$ cat config.mk
export PLATFORM = sky130hd
export DESIGN_NAME = multicycle_controller
export DESIGN_NICKNAME = d
export VERILOG_FILES = /design/src/rtl/ctrl_pkg.sv /design/src/rtl/alu_decoder.sv /design/src/rtl/multicycle_controller.sv
export SDC_FILE = /design/constraint.sdc
export NUM_CORES = 1
export LEC_CHECK = 0
export ABC_AREA = 1
export CAP_MARGIN = 0
export CORE_AREA = 2 2 47 49
export DETAILED_ROUTE_END_ITERATION = 8
export DIE_AREA = 0 0 49 51
export PLACE_DENSITY_LB_ADDON = 0.12
export SYNTH_ARGS = -nofsm -noshare
export SYNTH_HDL_FRONTEND = slang
export SYNTH_HIERARCHICAL = 1
export SYNTH_SLANG_ARGS = --single-unit
$ cat constraint.sdc
create_clock -name clk -period 1.3 [get_ports clk]
set_input_delay 0.325 -clock clk [delete_from_list [all_inputs] [get_ports clk]]
set_output_delay 0.325 -clock clk [all_outputs]
set_load 0.1 [all_outputs]
$ cat src/rtl/ctrl_pkg.sv
// Shared encodings for the multicycle RV32I control path: opcodes, FSM states,
// ALU operation codes and datapath mux select codes.
package ctrl_pkg;

    localparam int CTRL_STATE_W = 4;

    typedef enum logic [CTRL_STATE_W-1:0] {
        S_FETCH,
        S_DECODE,
        S_EXEC_R,
        S_EXEC_I,
        S_ALU_WB,
        S_MEM_ADR,
        S_MEM_READ,
        S_MEM_WB,
        S_MEM_WRITE,
        S_BRANCH,
        S_JAL,
        S_JALR,
        S_LUI,
        S_ILLEGAL
    } state_e;

    localparam logic [6:0] OP_R    = 7'b0110011;
    localparam logic [6:0] OP_I    = 7'b0010011;
    localparam logic [6:0] OP_LW   = 7'b0000011;
    localparam logic [6:0] OP_SW   = 7'b0100011;
    localparam logic [6:0] OP_BR   = 7'b1100011;
    localparam logic [6:0] OP_JAL  = 7'b1101111;
    localparam logic [6:0] OP_JALR = 7'b1100111;
    localparam logic [6:0] OP_LUI  = 7'b0110111;

    localparam logic [2:0] ALU_ADD = 3'b000;
    localparam logic [2:0] ALU_SUB = 3'b001;
    localparam logic [2:0] ALU_AND = 3'b010;
    localparam logic [2:0] ALU_OR  = 3'b011;
    localparam logic [2:0] ALU_SLT = 3'b100;
    localparam logic [2:0] ALU_XOR = 3'b101;

    localparam logic [1:0] SRCA_PC     = 2'b00;
    localparam logic [1:0] SRCA_OLD_PC = 2'b01;
    localparam logic [1:0] SRCA_RS1    = 2'b10;

    localparam logic [1:0] SRCB_RS2    = 2'b00;
    localparam logic [1:0] SRCB_IMM    = 2'b01;
    localparam logic [1:0] SRCB_FOUR   = 2'b10;

    localparam logic [1:0] RES_ALU_OUT = 2'b00;
    localparam logic [1:0] RES_DATA    = 2'b01;
    localparam logic [1:0] RES_ALU_RES = 2'b10;
    localparam logic [1:0] RES_IMM     = 2'b11;

endpackage

$ cat src/rtl/alu_decoder.sv
// Maps func3/func7 to an ALU operation for R-type and I-type ALU instructions.
module alu_decoder
    import ctrl_pkg::*;
(
    input  logic [6:0] op,
    input  logic [2:0] func3,
    input  logic [6:0] func7,
    output logic [2:0] alu_control
);

    logic unused_func7;
    assign unused_func7 = ^{func7[6], func7[4:0]};

    always_comb begin
        alu_control = ALU_ADD;
        case (func3)
            // Only R-type uses func7[5] to select SUB; addi ignores it.
            3'b000:  alu_control = (op == OP_R && func7[5]) ? ALU_SUB : ALU_ADD;
            3'b111:  alu_control = ALU_AND;
            3'b110:  alu_control = ALU_OR;
            3'b100:  alu_control = ALU_XOR;
            3'b010:  alu_control = ALU_SLT;
            default: alu_control = ALU_ADD;
        endcase
    end

endmodule

$ cat src/rtl/multicycle_controller.sv
// Main Moore control FSM of the multicycle RV32I core.
// Optional: CTRL_ILLEGAL_TRAP_EN makes an illegal opcode a sticky, frozen trap.
module multicycle_controller
    import ctrl_pkg::*;
#(
    parameter int STATE_W    = CTRL_STATE_W,
    parameter int ALU_CTRL_W = 3
) (
    input  logic                  clk,
    input  logic                  rst,
    input  logic [6:0]            op,
    input  logic [2:0]            func3,
    input  logic [6:0]            func7,
    input  logic                  zero,
    input  logic                  sign,
    output logic                  mem_write,
    output logic                  reg_write,
    output logic                  pc_write,
    output logic                  ir_write,
    output logic                  wd_sel,
    output logic                  adr_src,
    output logic [1:0]            alu_src_a,
    output logic [1:0]            alu_src_b,
    output logic [ALU_CTRL_W-1:0] alu_control,
    output logic [1:0]            result_src,
    output logic                  illegal
);

    logic [STATE_W-1:0] state_q, state_d;
    logic [2:0]         alu_dec;
    logic [2:0]         alu_sel;
    logic               br_taken;

    alu_decoder u_alu_decoder (
        .op          (op),
        .func3       (func3),
        .func7       (func7),
        .alu_control (alu_dec)
    );

    always_ff @(posedge clk) begin
        if (rst) state_q <= S_FETCH;
        else     state_q <= state_d;
    end

`ifdef CTRL_ILLEGAL_TRAP_EN
    logic illegal_q, illegal_d;

    assign illegal_d = illegal_q | (state_q == S_ILLEGAL);

    always_ff @(posedge clk) begin
        if (rst) illegal_q <= 1'b0;
        else     illegal_q <= illegal_d;
    end
`endif

    always_comb begin
        state_d = state_q;
        case (state_q)
            S_FETCH:  state_d = S_DECODE;
            S_DECODE: begin
                case (op)
                    OP_R:          state_d = S_EXEC_R;
                    OP_I:          state_d = S_EXEC_I;
                    OP_LW, OP_SW:  state_d = S_MEM_ADR;
                    OP_BR:         state_d = S_BRANCH;
                    OP_JAL:        state_d = S_JAL;
                    OP_JALR:       state_d = S_JALR;
                    OP_LUI:        state_d = S_LUI;
                    default:       state_d = S_ILLEGAL;
                endcase
            end
            S_EXEC_R, S_EXEC_I: state_d = S_ALU_WB;
            S_MEM_ADR:          state_d = (op == OP_LW) ? S_MEM_READ : S_MEM_WRITE;
            S_MEM_READ:         state_d = S_MEM_WB;
`ifdef CTRL_ILLEGAL_TRAP_EN
            S_ILLEGAL:          state_d = S_ILLEGAL;
`else
            S_ILLEGAL:          state_d = S_FETCH;
`endif
            default:            state_d = S_FETCH;
        endcase
    end

    always_comb begin
        case (func3)
            3'b000:  br_taken = zero;
            3'b001:  br_taken = ~zero;
            3'b100:  br_taken = sign;
            3'b101:  br_taken = ~sign;
            default: br_taken = 1'b0;
        endcase
    end

    // Reset forces every strobe low, even if the FSM was mid-instruction.
    always_comb begin
        mem_write  = 1'b0;
        reg_write  = 1'b0;
        pc_write   = 1'b0;
        ir_write   = 1'b0;
        wd_sel     = 1'b0;
        adr_src    = 1'b0;
        alu_src_a  = 2'b00;
        alu_src_b  = 2'b00;
        alu_sel    = ALU_ADD;
        result_src = 2'b00;
        if (!rst) begin
            case (state_q)
                S_FETCH: begin
                    ir_write   = 1'b1;
                    pc_write   = 1'b1;
                    alu_src_a  = SRCA_PC;
                    alu_src_b  = SRCB_FOUR;
                    result_src = RES_ALU_RES;
                end
                S_DECODE: begin
                    alu_src_a = SRCA_OLD_PC;
                    alu_src_b = SRCB_IMM;
                end
                S_EXEC_R: begin
                    alu_src_a = SRCA_RS1;
                    alu_src_b = SRCB_RS2;
                    alu_sel   = alu_dec;
                end
                S_EXEC_I: begin
                    alu_src_a = SRCA_RS1;
                    alu_src_b = SRCB_IMM;
                    alu_sel   = alu_dec;
                end
                S_ALU_WB: begin
                    result_src = RES_ALU_OUT;
                    reg_write  = 1'b1;
                end
                S_MEM_ADR: begin
                    alu_src_a = SRCA_RS1;
                    alu_src_b = SRCB_IMM;
                end
                S_MEM_READ: begin
                    adr_src    = 1'b1;
                    result_src = RES_ALU_OUT;
                end
                S_MEM_WB: begin
                    result_src = RES_DATA;
                    reg_write  = 1'b1;
                end
                S_MEM_WRITE: begin
                    adr_src    = 1'b1;
                    result_src = RES_ALU_OUT;
                    mem_write  = 1'b1;
                end
                S_BRANCH: begin
                    alu_src_a  = SRCA_RS1;
                    alu_src_b  = SRCB_RS2;
                    alu_sel    = ALU_SUB;
                    result_src = RES_ALU_OUT;
                    pc_write   = br_taken;
                end
                S_JAL: begin
                    result_src = RES_ALU_OUT;
                    pc_write   = 1'b1;
                    reg_write  = 1'b1;
                    wd_sel     = 1'b1;
                end
                S_JALR: begin
                    alu_src_a  = SRCA_RS1;
                    alu_src_b  = SRCB_IMM;
                    result_src = RES_ALU_RES;
                    pc_write   = 1'b1;
                    reg_write  = 1'b1;
                    wd_sel     = 1'b1;
                end
                S_LUI: begin
                    result_src = RES_IMM;
                    reg_write  = 1'b1;
                end
                default: ;
            endcase
        end
        alu_control = ALU_CTRL_W'(alu_sel);
`ifdef CTRL_ILLEGAL_TRAP_EN
        illegal = illegal_q & ~rst;
`else
        illegal = 1'b0;
`endif
    end

endmodule

* Yosys cells after proc, flatten, opt, wreduce, memory -nomap -nowiden *
Index checks and enable logic that the tools add are counted.

word-level totals
  register bits after elaboration = 4
  input bits = 21
  output and inout port bits = 16
  word-level logic and storage cells = 67

cells by class
  eq/ne operators = 26
  multiplexer cells = 26
  bitwise operators = 2
  reductions and logical operators = 12

operator list
  cell                number
  $pmux 4 s7          1
  $eq 7x6->1 const B  3
  $eq 7x7->1 const B  3
  $eq 4x4->1 const B  5
  $pmux 4 s5          1
  $eq 4x3->1 const B  4
  $pmux 3 s5          1
  $eq 3x3->1 const B  4
  $mux 1              12
  $reduce_or 2->1     5
  $reduce_or 5->1     2
  $eq 4x2->1 const B  2
  $pmux 2 s2          2
  $eq 7x2->1 const B  1
  $eq 7x5->1 const B  1
  $mux 2              3
  $pmux 2 s3          1
  $pmux 3 s2          1
  $eq 4x1->1 const B  1
  $logic_not 4->1     1
  $mux 4              1
  $pmux 1 s4          1
  $reduce_or 4->1     1
  $eq 3x1->1 const B  1
  other kinds (7)     8

* Logic depth before layout (Yosys ltp) *
  depth after elaboration = 6
  mapped depth = 9
  mapped depth without buffers = 9

* Modules after synthesis *
The synthesis kept the hierarchy.

by module, submodules not included
  module                 times used  cells each  area each (um2)  seq. area each (um2)
  multicycle_controller  1           114         576.8            80.1
  alu_decoder            1           18          70.1             0.0

* Worst setup path after synthesis *
Ideal clock, no wire load.

  path kind = reg2out
  from = register state_q[2]
  to = output port alu_src_a[0]
  arrival = 2.582 ns
  data required time = 0.975 ns
  setup slack = -1.607 ns
  cell stages (with the launch flop) = 4
  buffers on the path = 0
  cells stage by stage = dfxtp_1 -> nor2_2 -> inv_2 -> nor3_1

between the ends
  word-level cells in the longest chain between the ends = 4
  elaborated cells between the ends (all ways) = 9
  classes of those cells = eq/ne: 6; mux: 2; reduce/logical: 1

ends and longest elaborated chain
  element                                   line                          source
  start: declaration                        multicycle_controller.sv:29   logic [STATE_W-1:0] state_q, state_d;
  start signal: assignment                  multicycle_controller.sv:43   else state_q <= state_d;
  $eq 4x4->1, or another cell as far along  multicycle_controller.sv:108  case (state_q)
  $reduce_or 5->1 (no source line)          n/a
  $pmux 2 s2 (*)                            multicycle_controller.sv:108
  $mux 2 (*)                                multicycle_controller.sv:107  if (!rst) begin
  end: declaration                          multicycle_controller.sv:22   output logic [1:0] alu_src_a,

Every way passes the cells marked *; elsewhere a longest branch is shown, timed or not.

* Final worst setup path *
  from = register state_q[3]
  to = output port pc_write

between the ends
  word-level cells in the longest chain between the ends = 4
  elaborated cells between the ends (all ways) = 7
  classes of those cells = eq/ne: 3; mux: 2; reduce/logical: 2

ends and longest elaborated chain
  element                                        line                          source
  $eq 4x4->1 or $logic_not 4->1 (tied branches)  multicycle_controller.sv:108
  $reduce_or 3->1 (no source line)               n/a
  $pmux 1 s2 (*)                                 multicycle_controller.sv:108
  $mux 1 (*)                                     multicycle_controller.sv:107
  end: declaration                               multicycle_controller.sv:18   output logic pc_write,

Marks and branches as above.

==> results_dict.tcl <==
set metrics [dict create \
    viasPerCell 4.60 \
    cts.sinks 4 \
    cpLargestDelayFamily "simple AND/OR/NAND/NOR gates" \
    switchingPower_w 0.000860 \
    critPathBufInv 2 \
    syn_nets 153 \
    die_w_um 49 \
    die_h_um 51 \
    portBuffers 29 \
    combPwrFrac 0.774 \
    ys_ff_latch 4 \
    netlist_area_um2 647 \
    routed_wl_mm 2.46 \
    yosysSeqAreaShare 0.124 \
    core_um2 2060 \
    dieArea_um2 2500 \
    row_count 17 \
    violations "setup timing" \
    largest_register "state_q" \
    route.vias.total 999 \
    hold_depth 5 \
    holdBufCountCts 0 \
    setup_viol_count_final 15 \
    finalHoldViolCount 0 \
    track_usage 0.193 \
    min-delay-start "op[6]" \
    worst-r2r-cell-count 8 \
    wl_met2_mm 1.46 \
    cpPeakStageDelay_ns 0.36 \
    fin_ws_ns -0.470 \
    intPower_w 0.000741 \
    clk_pin_slew_worst_paths_ns 0.04 \
    drive_above_1_share 0.550 \
    r2r-end "state_q[2]" \
    gp_congestion 0.810 \
    grt_max_degree 7 \
    clock_path_buffers 2 \
    hold_class "input port to flop" \
    largest_register_ffs 4 \
    endpoint_kind "output pin" \
    status "finished with violations" \
    grt_pass1_wl_mm 3.84 \
    cts_root_buf "clkbuf_4" \
    cp.arrival_ns 1.44 \
    yosysWarnings 6 \
    cts_max_level 1 \
    routedWlPerCell_um 11.4 \
    cts_buffers 3 \
    worstPathCellList "inv_4 -> nor2_4 -> nand2_4 -> nor2_1 -> nand2_1 -> a31oi_4 -> buf_12" \
    cp.depth 7 \
    top_regs "state_q: 4 flops" \
    grt_overflow 0 \
    dr_wl_met3_um 98 \
    dpl.hpwl_mm 1.96 \
    ioPinCount 37 \
    diodes 0 \
    hold_path_end "state_q[1]" \
    antenna_found_initial 0 \
    antenna_left 0 \
    fmax_ghz 0.565 \
    clk_latency_ns 0.25 \
    r2r-start "state_q[1]" \
    synthTopCellsByArea "nand2_1, nor2_1, dfxtp_1" \
    ys_types 22 \
    pwr-share-clk 0.112 \
    p_seq_frac 0.114 \
    startpoint_type "flop" \
    drtIter0Drc 8 \
    grt_pass1_vias 946 \
    r2r_setup_slack_ns 0.09 \
    path_max_fanout 4 \
    cts_tree "done" \
    p_total_w 0.00160 \
    nets 211 \
    drcViolationCount 0 \
    first_pass_iters 5 \
    rsz0062_at_grt "true" \
    synth.largest_area_cell "nand2_1" \
    cellLeakagePower_nw 0.716 \
    final_util 0.784 \
    avgSynthCellArea_um2 4.90 \
    synth_top_area_share 0.238 \
    slowest_stage "dfxtp_4" \
    finalCritPeriodShare 1.36 \
    finalClockSkew_ns 0.00828 \
    top_layer_used "met4" \
    critical_path_required_ns 0.98 \
    p_per_area_nw_per_um2 991 \
    ir_drop_mv 0.662 \
    syn2layout_area_growth_pct 150 \
    max_cap_viol_count 0 \
    met1Wirelength_um 880 \
    setup.worst_path.class "flop to output pin" \
    fin_crit_ns 1.77 \
    setup.worst_path.start "state_q[3]" \
    drv_slew 0 \
    p_sw_frac 0.537 \
    syn-instance-count 132 \
    start_util 0.314 \
]
[routing by layer]
metal  vias up  GRT usage
met5         -          0
met4         0     0.0143
met3         4     0.0351
met2        28      0.420
met1       446      0.195
li1        521          -
[layout make-up]
type | instances | area, um2
Clock buffer | 4 | 26.3
Fill cell | 168 | 447
Sequential cell | 4 | 95.1
Tap cell | 28 | 35.0
Inverter | 23 | 106
Multi-Input combinational cell | 102 | 699
Timing Repair Buffer | 56 | 654
[cells in the mapped netlist (all sizes together)]
cell type  number
a21oi          10
a31oi           2
buf             3
conb            1
dfxtp           4
inv            23
nand2          42
nand3           6
nand4           2
nor2           29
nor3            3
o21a            1
o21ai           4
o31ai           1
xor2            1
[tightest hold or removal path: stages]
cell	delay, ns
dlygate4sd2_1	0.21
buf_4	0.15
o31ai_1	0.08
a21oi_1	0.12
nor2_1	0.05
[stage by stage]
| stage | worst slack, ns | cells | setup TNS, ns | hold WS, ns | instance area [um2] |
|---|---|---|---|---|---|
| floorplan | -0.423 | 132 | -4.53 | 0.567 | 837 |
| global placement | -0.669 | 209 | -7.97 | 0.708 | 1470 |
| detailed placement | -0.718 | 209 | -8.41 | 0.717 | 1470 |
| CTS | -0.486 | 214 | -6.32 | 0.714 | 1520 |
| global route | -0.538 | 217 | -6.92 | 0.758 | 1620 |
| finish | -0.470 | 217 | -5.97 | 0.717 | 1620 |
[power by group through the flow]
stage | combinational, W | sequential (W) | clock (W)
final | 0.00124 | 0.000183 | 0.000179
after global routing | 0.00130 | 0.000186 | 0.000201
after CTS | 0.00115 | 0.000175 | 0.000174
after detailed placement | 0.00113 | 0.000171 | 0
after global placement | 0.00112 | 0.000169 | 0
after floorplan | 0.000723 | 0.000168 | 0
[what timing repair did]
| item | in CTS | in global routing |
|---|---|---|
| endpoints found under the setup margin | 19 | 18 |
| endpoints found under the hold margin | 0 | 0 |
| gates cloned | 0 | 0 |
| setup buffers | 1 | 3 |
| gates resized for setup | 28 | 27 |
| pin swaps | 11 | 15 |
[logic make-up after synthesis]
kind of cell / after synthesis / share of synthesized area
AO/OA/AOI/OAI: 18 / 0.162
XOR/XNOR: 1 / 0.0135
buffers and inverters: 26 / 0.159
flip-flops: 4 / 0.124
other: 1 / 0.00580
AND/OR/NAND/NOR: 82 / 0.536
[how the worst max path moves through the flow]
stage	end	slack, ns
2_1_floorplan	pc_write	-0.42
3_3_place_gp	pc_write	-0.67
3_5_place_dp	pc_write	-0.72
4_1_cts	result_src[1]	-0.49
5_1_grt	pc_write	-0.54
6_report	pc_write	-0.47
[cells in the final DEF (no fill, tap or decap), types with 5 or more instances in the layout]
cell type and count:
nor2_2 6, inv_4 5, buf_4 22, dlygate4sd2_1 13, nor2_4 13, nor2_1 10, buf_12 16, inv_2 5
inv_1 11, nand2_2 9, nand2_1 30
No activity file was read; power rests on OpenSTA's default activity.
